`src/rtl/border_generator.sv`:
```
// Border/corner/edge decoder for a square COORD_W-bit grid, plus a registered
// border flag and a saturating count of cycles spent on the border.
module border_generator #(
  parameter int COORD_W = 4
) (
  input  logic               clk,
  input  logic               rst,
  input  logic [COORD_W-1:0] x,
  input  logic [COORD_W-1:0] y,
  output logic               isBorder,
  output logic               isCorner,
  output logic [3:0]         edge_flags,
  output logic               border_q,
  output logic [7:0]         border_cnt
);

  localparam logic [COORD_W-1:0] MAX = '1;
  localparam logic [7:0]         CNT_MAX = 8'hFF;

  logic       top, bottom, left, right;
  logic       border_d;
  logic [7:0] cnt_d;
  logic [7:0] cnt_q;

  always_comb begin
    top        = (y == '0);
    bottom     = (y == MAX);
    left       = (x == '0);
    right      = (x == MAX);
    edge_flags = {top, bottom, left, right};
    isBorder   = top | bottom | left | right;
    // MAX is never 0, so opposite edges cannot both be set; two set bits
    // always means one horizontal edge plus one vertical edge.
    isCorner   = (top | bottom) & (left | right);
  end

  always_comb begin
    border_d = isBorder;
    cnt_d    = cnt_q;
    if (isBorder && (cnt_q != CNT_MAX)) begin
      cnt_d = cnt_q + 8'd1;
    end
  end

  always_ff @(posedge clk) begin
    if (rst) begin
      border_q <= 1'b0;
      cnt_q    <= 8'd0;
    end else begin
      border_q <= border_d;
      cnt_q    <= cnt_d;
    end
  end

  assign border_cnt = cnt_q;

endmodule

```
`config.mk`:
```
export PLATFORM = sky130hd
export DESIGN_NAME = border_generator
export DESIGN_NICKNAME = d
export VERILOG_FILES = /design/src/rtl/border_generator.sv
export SDC_FILE = /design/constraint.sdc
export NUM_CORES = 1
export LEC_CHECK = 0
export ABC_AREA = 1
export CORE_MARGIN = 1.5
export CORE_UTILIZATION = 30
export CTS_CLUSTER_DIAMETER = 150
export CTS_CLUSTER_SIZE = 12
export DETAILED_ROUTE_END_ITERATION = 10
export GPL_ROUTABILITY_DRIVEN = 0
export PLACE_DENSITY = 0.55
export RECOVER_POWER = 100
export SYNTH_ARGS = -nofsm -noshare
export SYNTH_HDL_FRONTEND = slang
export SYNTH_SLANG_ARGS = --single-unit
```
`constraint.sdc`:
```
create_clock -name clk -period 2.1 [get_ports clk]
set_clock_uncertainty 0.2 [all_clocks]
set_input_delay 0.42 -clock clk [delete_from_list [all_inputs] [get_ports clk]]
set_output_delay 0.42 -clock clk [all_outputs]
set_load 0.03 [all_outputs]
```
==> key figures <==
Global routing
  – Met1 Use GR: 13.9%
  – GR Util met3: 2.16%
  – Largest net degree at the start of global routing: 10
  – Vias in the first global route: 572
  – GRT overflow: 0
  – Most utilized layer in the global route result: met2
  – Initial antenna violation count: 0
  – GR Util met2: 21.0%
  – Overall global routing resource usage: 11.9%
  – Global-route wire length before repair: 2280 um

Synthesis
  – Syn_nets: 107
  – Area contributors post-synth: dfxtp_1, nand2_1, inv_1
  – Synth cell types: 19
  – Mean Syn Cell Area: 6.52 um2
  – Post-synthesis cell area: 626 um2
  – Sequential element share of the synthesized area: 28.8%
  – Yosys top cell area share: 28.8%
  – Largest area contributor in the netlist: dfxtp_1
  – Yosys reg bits: 9
  – Synth Instances: 96
  – Yosys warning count: 0

Detailed routing
  – Residual DRC: 0
  – Wire length per cell: 8.68 um
  – Routed Wire Length: 1290 um
  – Via count: 631
  – Post-route ant nets: 0
  – Via density: 4.26
  – DRT iter0 DRCs: 9
  – DR pass1 iterations: 4

Cells and area
  – Final cell count without fillers: 148
  – Area growth from synthesis to layout: 39.6%
  – Fill cells: 234
  – Final net count: 133
  – Number of diodes: 0
  – Share of layout cells above drive strength 1: 14.0%

Clock network
  – Maximum root-to-sink buffer count: 2
  – Clock transition at path regs: 60 ps
  – Clk Latency, worst-skew pair: 250 ps
  – Clock Sinks: 9
  – CTS tree: built
  – CTS Buf Count: 3
  – Htree depth: 1
  – Hold_buf cts: 0
  – Clk root buf: clkbuf_4

Timing
  – Final setup fails: 0
  – Slew Viols, Final: 0
  – Final min period: 2030 ps
  – Peak Freq: 493 MHz
  – Final period util: 96.6%
  – Normalized max-slew margin: 75.8%
  – Final hold vios: 0
  – RSZ-0062 raised after global routing: false
  – Final TNS setup: 0 ps
  – Worst-Margin Slew: 361 ps

Placed design
  – # placed instances: 144
  – Port Buffer Count: 24
  – Dpl hpwl: 1050 um

Floorplanning
  – Die Ht: 48.7 um
  – Core area: 1960 um2
  – Initial Util: 31.9%
  – Rows: 16
  – Top-level I/O count: 25
  – Die area: 2370 um2
  – Chip Width: 48.7 um

Setup path
  – Setup Crit Path Kind: reg -> out
  – Crit path cell chain: clkdlybuf4s50_1
  – Critical path's slowest cell: clkdlybuf4s50_1
  – Worst Path Max Fanout: 6
  – Worst setup endpoint: border_cnt[2]
  – Critical Path Source Type: flop
  – Buf/Inv on CP: 1
  – Critical Path Stages: 1
  – CP peak stage delay: 710 ps
  – Worst path top cell family by delay: buffers and inverters
  – WP data arrival: 1410 ps
  – RR Startpoint: border_cnt[0]
  – Element type at the critical path end: primary output
  – Worst flop-to-flop path endpoint: border_cnt[1]
  – Worst Setup SP: border_cnt[2]
  – Critical Path RT: 1480 ps
  – Reg2reg setup slack: 270 ps
  – R2r worst-path depth: 8

Power and ir drop
  – Power Density: 458 nW/um2
  – Leak Pwr: 0.419 nW
  – Final Power: 0.000400 W
  – VDD IR max: 218 uV

Job
  – Max cap viols: 0

Hold path
  – Tightest Hold Check Type: reg -> reg

Status
  – Status: finished, final reports clean
how the worst min path moves through the flow:
stage	endpoint	slack [ps]	cells past startpoint	start
5_1_grt	border_cnt[3]	380	2	border_cnt[3]
3_5_place_dp	border_cnt[5]	310	2	border_cnt[5]
2_1_floorplan	border_cnt[5]	430	2	border_cnt[5]
4_1_cts	border_cnt[5]	320	2	border_cnt[5]
6_report	border_cnt[5]	310	2	border_cnt[5]
3_3_place_gp	border_cnt[5]	300	2	border_cnt[5]
cells in the mapped netlist, drive strengths merged:
cell    instances
nor2           11
buf             5
nand2          32
a21oi           7
xnor2           2
ha              1
o21ai           1
inv            14
dfxtp           9
xor2            1
nand3b          3
nand3          10
metal layers:
metal / wire, um / vias up
met4: 13 / 0
met1: 590 / 268
li1: - / 346
met5: 0 / -
met3: 54 / 2
met2: 626 / 15
cell usage in the layout, fill, tap and decap left out, drive strengths merged:
| cell | netlist | layout |
|---|---|---|
| nand3 | 10 | 10 |
| dlygate4sd3 | 0 | 2 |
| ha | 1 | 1 |
| nand3b | 3 | 3 |
| xnor2 | 2 | 2 |
| dfxtp | 9 | 9 |
| buf | 5 | 4 |
| o21ai | 1 | 1 |
| a21oi | 7 | 7 |
| xor2 | 1 | 1 |
| clkdlybuf4s50 | 0 | 16 |
| nor2 | 11 | 11 |
| nand2 | 32 | 32 |
| inv | 14 | 14 |
| clkbuf | 0 | 8 |
registers in the layout, summed over array words and instances (netlist names):
signal,flops
border_cnt,8
border_q,1
final cells by class:
cell class / count / area, um2 / share of cell area [%]
Clock buffer: 4 / 26.3 / 3.01
Inverter: 14 / 52.6 / 6.02
Timing Repair Buffer: 26 / 234 / 26.8
Multi-Input combinational cell: 68 / 347 / 39.7
Sequential cell: 9 / 180 / 20.6
Tap cell: 27 / 33.8 / 3.87
metrics by stage:
| step | setup slack, ps | area (um2) | hold WS [ps] | utilization (%) |
|---|---|---|---|---|
| floorplan | 290 | 626 | 425 | - |
| global placement | 49.7 | 866 | 303 | 44.1 |
| detailed placement | 54.0 | 866 | 311 | 44.1 |
| CTS | 53.4 | 892 | 323 | 45.5 |
| global route | 0.259 | 873 | 376 | 44.5 |
| finish | 71.9 | 873 | 314 | 44.5 |
where the power goes:
group,leakage (nW),switching (W),internal [W]
sequential,0.0730,0.00000534,0.000176
combinational,0.331,0.0000483,0.0000419
clock,0.0150,0.0000558,0.0000729
kinds of logic (layout without fill, tap and decap cells):
family	after synthesis	after routing	share of synthesized area, %
and+or+nand+nor	56	56	43.0
buffers and inverters	19	44	13.8
DFF	9	9	28.8
AOI/OAI and AO/OA	8	8	8.20
xor gates and xnor gates	3	3	4.20
adders and majority gates	1	1	2.00
timing repair:
action | in CTS | in global routing
endpoints found under the setup margin | 0 | 1
gates resized for setup | 0 | 2
setup buffers | 0 | 0
Note: power is estimated with default switching activity, not from simulation.
